===== config.mk =====
export PLATFORM = sky130hd
export DESIGN_NAME = uart_cmd_parser
export DESIGN_NICKNAME = d
export VERILOG_FILES = /design/src/rtl/uart_cmd_parser.sv
export SDC_FILE = /design/constraint.sdc
export NUM_CORES = 1
export LEC_CHECK = 0
export BUFFER_PORTS_ARGS = -buffer_cell sky130_fd_sc_hd__buf_2
export CAP_MARGIN = 30
export CORE_ASPECT_RATIO = 1.5
export CORE_MARGIN = 1.5
export CORE_UTILIZATION = 44
export CTS_CLUSTER_SIZE = 14
export DETAILED_ROUTE_END_ITERATION = 10
export PLACE_DENSITY_LB_ADDON = 0.1
export SLEW_MARGIN = 20
export SYNTH_ARGS = -nofsm -noshare
export SYNTH_HDL_FRONTEND = slang
export SYNTH_SLANG_ARGS = --single-unit

===== constraint.sdc =====
create_clock -name clk -period 2.31 [get_ports clk]
set_input_delay 0.5775 -clock clk [delete_from_list [all_inputs] [get_ports clk]]
set_output_delay 0.5775 -clock clk [all_outputs]
set_load 0.01 [all_outputs]

===== src/rtl/uart_cmd_parser.sv =====
// Decodes 5-byte SYNC/CMD/ADDR/DATA/CHK frames popped from the UART RX FIFO,
// issues register strobes and returns ACK/NAK/read data through the TX UART.
module uart_cmd_parser #(
  parameter logic [7:0]  SYNC_BYTE      = 8'hA5,
  parameter logic [7:0]  ACK_BYTE       = 8'h06,
  parameter logic [7:0]  NAK_BYTE       = 8'h15,
  parameter int unsigned TIMEOUT_CYCLES = 1000000
) (
  input  logic       clk,
  input  logic       rst,
  input  logic [7:0] rx_fifo_data,
  output logic       rx_fifo_read_enable,
  input  logic       rx_fifo_empty,
  output logic [7:0] tx_uart_data,
  output logic       tx_uart_valid,
  input  logic       tx_uart_busy,
  output logic       start_write_frame,
  output logic       reg_wr_en,
  output logic       reg_rd_en,
  output logic [7:0] reg_addr,
  output logic [7:0] reg_wr_data,
  input  logic [7:0] reg_rd_data,
  output logic [7:0] frame_err_count
);

  localparam int TW = (TIMEOUT_CYCLES > 1) ? $clog2(TIMEOUT_CYCLES) : 1;
  localparam logic [TW-1:0] TMO_LAST = TW'(TIMEOUT_CYCLES - 1);

  localparam logic [7:0] CMD_START = 8'h01;
  localparam logic [7:0] CMD_WRITE = 8'h02;
  localparam logic [7:0] CMD_READ  = 8'h03;

  typedef enum logic [3:0] {
    S_HUNT, S_CMD, S_ADDR, S_DATA, S_CHK, S_EXEC, S_RD_WAIT, S_TX_ACK, S_TX_DATA
  } state_t;

  // Each TX byte: issue when idle, one valid cycle, one guard cycle, then wait for idle.
  typedef enum logic [1:0] {TXP_ISSUE, TXP_SENT, TXP_GUARD, TXP_DRAIN} tx_phase_t;

  state_t        r_state;
  tx_phase_t     r_tx_phase;
  logic          r_byte_valid;
  logic [TW-1:0] r_tmo;
  logic [7:0]    r_cmd, r_chk, r_addr_cand, r_data_cand;
  logic [7:0]    r_resp_byte, r_rd_resp, r_tx_data, r_err_cnt;
  logic          r_is_ack, r_tx_valid, r_start, r_wr_en, r_rd_en;
  logic [7:0]    r_reg_addr, r_reg_wr_data;

  logic   w_fetch_state, w_in_frame, w_timeout, w_pop, w_cmd_ok;
  logic [7:0] w_tx_byte;
  state_t w_tx_next;

  function automatic logic [7:0] sat_inc(input logic [7:0] v);
    return (v == 8'hFF) ? v : v + 8'd1;
  endfunction

  assign w_in_frame    = (r_state == S_CMD) || (r_state == S_ADDR) ||
                         (r_state == S_DATA) || (r_state == S_CHK);
  assign w_fetch_state = w_in_frame || (r_state == S_HUNT);
  assign w_timeout     = w_in_frame && !r_byte_valid && (r_tmo == TMO_LAST);
  assign w_cmd_ok      = (r_cmd == CMD_START) || (r_cmd == CMD_WRITE) || (r_cmd == CMD_READ);
  assign w_tx_byte     = (r_state == S_TX_DATA) ? r_rd_resp : r_resp_byte;
  assign w_tx_next     = ((r_state == S_TX_ACK) && r_is_ack && (r_cmd == CMD_READ)) ?
                         S_TX_DATA : S_HUNT;

  // Pop is combinational so a byte can be fetched every second cycle; the cycle
  // carrying byte_valid is the one where the previous read is still outstanding.
  assign w_pop = !rst && w_fetch_state && !rx_fifo_empty && !r_byte_valid && !w_timeout;

  always_ff @(posedge clk) begin
    // NOTE: sequential state uses non-blocking assignments only, so every branch
    // below sees the values from before this edge regardless of statement order.
    if (rst) begin
      r_state       <= S_HUNT;
      r_tx_phase    <= TXP_ISSUE;
      r_byte_valid  <= 1'b0;
      r_tmo         <= '0;
      r_cmd         <= '0;
      r_chk         <= '0;
      r_addr_cand   <= '0;
      r_data_cand   <= '0;
      r_resp_byte   <= '0;
      r_rd_resp     <= '0;
      r_tx_data     <= '0;
      r_err_cnt     <= '0;
      r_is_ack      <= 1'b0;
      r_tx_valid    <= 1'b0;
      r_start       <= 1'b0;
      r_wr_en       <= 1'b0;
      r_rd_en       <= 1'b0;
      r_reg_addr    <= '0;
      r_reg_wr_data <= '0;
    end else begin
      r_byte_valid <= w_pop;
      r_tx_valid   <= 1'b0;
      r_start      <= 1'b0;
      r_wr_en      <= 1'b0;
      r_rd_en      <= 1'b0;

      if (!w_in_frame || r_byte_valid) r_tmo <= '0;
      else                             r_tmo <= r_tmo + 1'b1;

      if (w_timeout) begin
        r_state   <= S_HUNT;
        r_err_cnt <= sat_inc(r_err_cnt);
      end else begin
        case (r_state)
          S_HUNT:
            if (r_byte_valid && (rx_fifo_data == SYNC_BYTE)) r_state <= S_CMD;
          S_CMD:
            if (r_byte_valid) begin
              r_cmd   <= rx_fifo_data;
              r_chk   <= rx_fifo_data;
              r_state <= S_ADDR;
            end
          S_ADDR:
            if (r_byte_valid) begin
              r_addr_cand <= rx_fifo_data;
              r_chk       <= r_chk ^ rx_fifo_data;
              r_state     <= S_DATA;
            end
          S_DATA:
            if (r_byte_valid) begin
              r_data_cand <= rx_fifo_data;
              r_chk       <= r_chk ^ rx_fifo_data;
              r_state     <= S_CHK;
            end
          S_CHK:
            if (r_byte_valid) begin
              if ((rx_fifo_data == r_chk) && w_cmd_ok) begin
                // Strobes and register outputs become visible during EXEC.
                r_reg_addr    <= r_addr_cand;
                r_reg_wr_data <= r_data_cand;
                r_start       <= (r_cmd == CMD_START);
                r_wr_en       <= (r_cmd == CMD_WRITE);
                r_rd_en       <= (r_cmd == CMD_READ);
                r_state       <= S_EXEC;
              end else begin
                r_err_cnt   <= sat_inc(r_err_cnt);
                r_resp_byte <= NAK_BYTE;
                r_is_ack    <= 1'b0;
                r_state     <= S_TX_ACK;
              end
            end
          S_EXEC:
            if (r_cmd == CMD_READ) begin
              r_state <= S_RD_WAIT;
            end else begin
              r_resp_byte <= ACK_BYTE;
              r_is_ack    <= 1'b1;
              r_state     <= S_TX_ACK;
            end
          S_RD_WAIT: begin
            r_rd_resp   <= reg_rd_data;
            r_resp_byte <= ACK_BYTE;
            r_is_ack    <= 1'b1;
            r_state     <= S_TX_ACK;
          end
          S_TX_ACK, S_TX_DATA:
            case (r_tx_phase)
              TXP_ISSUE:
                if (!tx_uart_busy) begin
                  r_tx_valid <= 1'b1;
                  r_tx_data  <= w_tx_byte;
                  r_tx_phase <= TXP_SENT;
                end
              TXP_SENT:  r_tx_phase <= TXP_GUARD;
              TXP_GUARD: r_tx_phase <= TXP_DRAIN;
              TXP_DRAIN:
                if (!tx_uart_busy) begin
                  r_tx_phase <= TXP_ISSUE;
                  r_state    <= w_tx_next;
                end
              default: r_tx_phase <= TXP_ISSUE;
            endcase
          default: r_state <= S_HUNT;
        endcase
      end
    end
  end

  assign rx_fifo_read_enable = w_pop;
  assign tx_uart_data        = r_tx_data;
  assign tx_uart_valid       = r_tx_valid;
  assign start_write_frame   = r_start;
  assign reg_wr_en           = r_wr_en;
  assign reg_rd_en           = r_rd_en;
  assign reg_addr            = r_reg_addr;
  assign reg_wr_data         = r_reg_wr_data;
  assign frame_err_count     = r_err_cnt;

endmodule

# After elaboration in Yosys (flattened, before gate mapping)
# Cells that the tools add are included.
classes:
  reduce_logical: 45
  n_mux: 32
  n_eq_ne: 31
  addsub: 2
  n_bitwise: 8
ops:
  columns: ["operator", "n"]
  rows:
  - ["$mux 8", 11]
  - ["$mux 4", 8]
  - ["$pmux 4 s8", 1]
  - ["$pmux 8 s3", 1]
  - ["$ne 2x2->1 const B", 11]
  - ["$add 20x1->20 const B", 1]
  - ["$eq 20x20->1 const B", 1]
  - ["$eq 4x3->1 const B", 4]
  - ["$eq 8x2->1 const B", 2]
  - ["$eq 8x8->1 const B", 2]
  - ["$pmux 8 s2", 1]
  - ["$reduce_and 4->1", 4]
  - ["$reduce_and 3->1", 4]
  - ["$logic_and 1x1->1", 10]
  - ["$add 8x1->8 const B", 1]
  - ["$eq 4x2->1 const B", 2]
  - ["$eq 8x1->1 const B", 1]
  - ["$eq 8x8->1", 1]
  - ["$pmux 2 s4", 1]
  - ["$reduce_or 2->1", 4]
  - ["$xor 8x8->8", 1]
  - ["$logic_or 1x1->1", 7]
  - ["$not 1->1", 7]
  - ["$reduce_and 7->1", 1]
  - ["other kinds (17)", 31]
totals:
  out_inout_bits: 37
  in_bits: 20
  regBits: 112
  word_cells: 137

# Logic depth before layout (Yosys ltp)
depth:
  depth_word: 9
  depth_mapped: 8
  depth_no_buf: 7

# Worst setup path after synthesis
# No wires, ideal clock.
synth_timing:
  path_kind: "register to output"
  startpoint: "reg r_state[0]"
  endpoint: "out rx_fifo_read_enable"
  stages_incl_launch_ff: 6
  arrival_time_ns: 1.596
  required_time_ns: 1.732
  n_path_buf: 1
  path_slack_ns: 0.136
  path_cell_list: "dfxtp_1 -> buf_2 -> or3_1 -> nand4_1 -> o21bai_1 -> nor4bb_1"
synth_via:
  elab_chain_cells: 9
  elab_cells_between_ends: 16
  classes_between: "4 x eq/ne; 12 x reduce/logical"
synth_rtl:
  columns: ["item", "line", "source"]
  rows:
  - ["start, declared", "40", "state_t r_state;"]
  - ["start signal, assigned", "172", "r_state <= w_tx_next;"]
  - ["$eq 4x1->1 or $eq 4x2->1 (tied branches)", "57", "assign w_in_frame = (r_state == S_CMD) || (r_state == S_ADDR) ||"]
  - ["$logic_or 1x1->1 (2 in series)", "57", null]
  - ["$logic_or 1x1->1", "58", "(r_state == S_DATA) || (r_state == S_CHK);"]
  - ["$logic_or 1x1->1", "59", "assign w_fetch_state = w_in_frame || (r_state == S_HUNT);"]
  - ["$logic_and 1x1->1 (3 in series)", "68", "assign w_pop = !rst && w_fetch_state && !rx_fifo_empty && !r_byte_valid && !w_timeout;"]
  - ["$logic_and 1x1->1 (*)", "68", null]
  - ["end, declared", "12", "output logic rx_fifo_read_enable,"]
# Every way passes the cells marked *; elsewhere a longest branch is shown, timed or not.

# Final worst setup path
layout_timing:
  startpoint: "reg r_state[2]"
  endpoint: "out rx_fifo_read_enable"
# The elaborated chain is that of the path after synthesis.

==> flow_metrics.tcl <==
set metrics [dict create \
    hold_buffers 0 \
    violations "negative setup slack" \
    hold_slack_ns 0.420 \
    setup_violations 1 \
    die-area_um2 11100 \
    fp.dieW_um 86.6 \
    async_reset_ff_frac 0 \
    nNetsFinal 621 \
    status "complete, but fails checks" \
    synthTopCellsByCount "dfxtp_1, nand2_1, nor2_1" \
    drive_above_1_share 0.219 \
    cts_buffers 9 \
    max-cap-violations 0 \
    power_leakage_nw 2.12 \
    track_usage 0.205 \
    synth_edf_count 0 \
    dr.pass1.iters 4 \
    cts_num_sinks 106 \
    synth.cell_area_um2 4610 \
    cts_buffer_depth 2 \
    yosys.cell_types.count 54 \
    grt_pass1_vias 3741 \
    ant_nets 0 \
    fin_skew_ns 0.00621 \
    post-route-period-util 1.05 \
    synth.largest_area_cell "dfxtp_1" \
    dr_total_vias 3835 \
    hpwl_um 7230 \
    antenna_found_initial 0 \
    yosys_warnings 0 \
    cts_tree "done" \
    r2r-start "r_tmo[0]" \
    synth_area_leaders "dfxtp_1, nand2_1, mux2i_1, nor2_1, a21oi_1" \
    cp_data_required_time_ns 1.73 \
    portBuffers 56 \
    powerDensity_nw_per_um2 650 \
    syn_nets 550 \
    drc 0 \
    initial_core_util 0.455 \
    rsz0062_at_grt "yes" \
    vdd_drop_max_v 0.000390 \
    r2r_end "frame_err_count[7]" \
    wl_um 10500 \
    synth_top_area_frac 0.460 \
    fp.dieH_um 128 \
    crit_fanout 2 \
    io_pins 57 \
    hp-class "input port to flip-flop" \
    cts.htree.levels 3 \
    syn_to_final_growth_pct 20.5 \
    diodes 0 \
    synth-seq-area-share 0.460 \
    grt_pass1_wl_um 18000 \
    fmax_mhz 414 \
    via_per_inst 5.36 \
    worst_slew_margin_rel 0.614 \
    ys.flop_type "dfxtp_1" \
    rrSetupSlack_ns 0.17 \
    yosysMostFrequentCell "dfxtp_1" \
    insertion_delay_ns 0.34 \
    min_to "r_byte_valid" \
    drt_iter0_drc 163 \
    startpoint_type "flip-flop" \
    hold_viol_final 0 \
    crit_path_end_kind "primary output" \
    wl_per_cell_um 14.7 \
    cp.arrival_ns 1.84 \
    period_needed_ns 2.42 \
    place.gp.congestion 0.777 \
    grt_max_degree 82 \
    ys_ff_latch 106 \
    hp-start "rx_fifo_empty" \
    grt_overflow 0 \
    root_buffer "clkbuf_16" \
    num_rows 45 \
    holdPathStages 2 \
    fin_ws_ns -0.108 \
    avgSynthCellArea_um2 8.79 \
    synth_cells 524 \
    slew_viol_final 0 \
    worstSetupPathType "flip-flop to primary output" \
    clk_pin_slew_ns 0.06 \
    reg2reg_depth 9 \
    core_um2 10100 \
    pre_cts_ws_ns 0.00347 \
    worst_slew_pin_slew_ns 0.578 \
]
[per-layer routing]
layer,vias to the layer above,track usage,part of all wire
met5,-,0,0
met4,0,0.0778,0.018
met3,14,0.0372,0.028
met2,60,0.362,0.52
met1,1831,0.245,0.44
li1,1930,-,-
[cell type report]
class	instances	area (um^2)
fillers	953	4580
multi-input cells	384	2390
flip-flops and latches	106	2130
repair buffers	88	537
clock buffers	13	260
well taps	117	146
clock inverters	2	60.1
inverters	6	22.5
[worst max-delay path, cell delays in order, from the launching register on]
cell,delay [ns]
dfxtp_2,0.32
or3_4,0.38
nand4_1,0.12
o21bai_1,0.10
nor4bb_1,0.38
buf_2,0.20
[logic make-up after synthesis]
family                     after synthesis  synth area share
xor gates and xnor gates                31            0.0589
AOI/OAI and AO/OA                       72            0.0956
and+or+nand+nor                        245             0.267
buffers and inverters                   34            0.0356
adders and majority gates                6            0.0163
muxes                                   30            0.0657
DFF                                    106             0.460
[per-stage QoR]
stage / utilization / total power [mW] / area [um^2] / instances / setup TNS, ns
floorplan: - / 1.94 / 4610 / 524 / 0
global placement: 0.500 / 2.01 / 5060 / 690 / 0
detailed placement: 0.500 / 2.01 / 5060 / 690 / 0
CTS: 0.542 / 3.64 / 5490 / 714 / -0.0826
global route: 0.548 / 3.73 / 5550 / 716 / -0.165
finish: 0.548 / 3.61 / 5550 / 716 / -0.108
[how the worst max path moves through the flow]
stage | start | to
2_1_floorplan | r_state[0] | rx_fifo_read_enable
3_5_place_dp | rx_fifo_data[2] | reg_wr_data[1]
3_3_place_gp | rx_fifo_data[7] | r_state[3]
6_report | r_state[2] | rx_fifo_read_enable
5_1_grt | r_state[2] | rx_fifo_read_enable
4_1_cts | r_state[0] | rx_fifo_read_enable
[power by group]
part / leakage [nW] / switching, mW / total [mW] / internal, mW
Clock: 0.156 / 0.631 / 1.64 / 1.00
Sequential: 0.857 / 0.00516 / 1.83 / 1.83
Combinational: 1.11 / 0.0846 / 0.138 / 0.0529
Total: 2.12 / 0.721 / 3.61 / 2.89
[flip-flops by register name, indices dropped and copies added, names as in the netlist]
register and flops:
reg_wr_data 8, r_data_cand 8, r_tmo 20, tx_uart_valid 1, r_cmd 8, start_write_frame 1
r_state 4, reg_addr 8, r_byte_valid 1, r_resp_byte 3, reg_rd_en 1, r_tx_phase 2
r_chk 8, r_rd_resp 8, r_addr_cand 8, tx_uart_data 8, reg_wr_en 1, frame_err_count 8
[cell usage in the layout, fill, tap and decap left out, types with 3 or more instances in the layout]
cell	count
nor4_1	3
ha_1	5
buf_2	56
and2_1	4
nor2_1	70
a211oi_1	6
and4_1	3
dfxtp_1	101
a31oi_1	3
nand3_2	3
inv_1	6
clkbuf_16	9
a21oi_1	43
and3_1	5
xnor2_1	11
o21ai_0	9
mux2i_1	28
buf_4	30
nor2b_1	5
nand3_1	24
xor2_1	20
nor3_1	6
dfxtp_2	3
nor3b_1	4
nand3b_1	3
nor4bb_1	3
nand4_1	7
or3_1	9
nand2_1	76
[repair_timing]
action	CTS	global route
gates resized for setup	11	9
pin swaps	7	10
buffers inserted	9	4
setup endpoints to repair	1	7
Note: power is estimated with default switching activity, not from simulation.
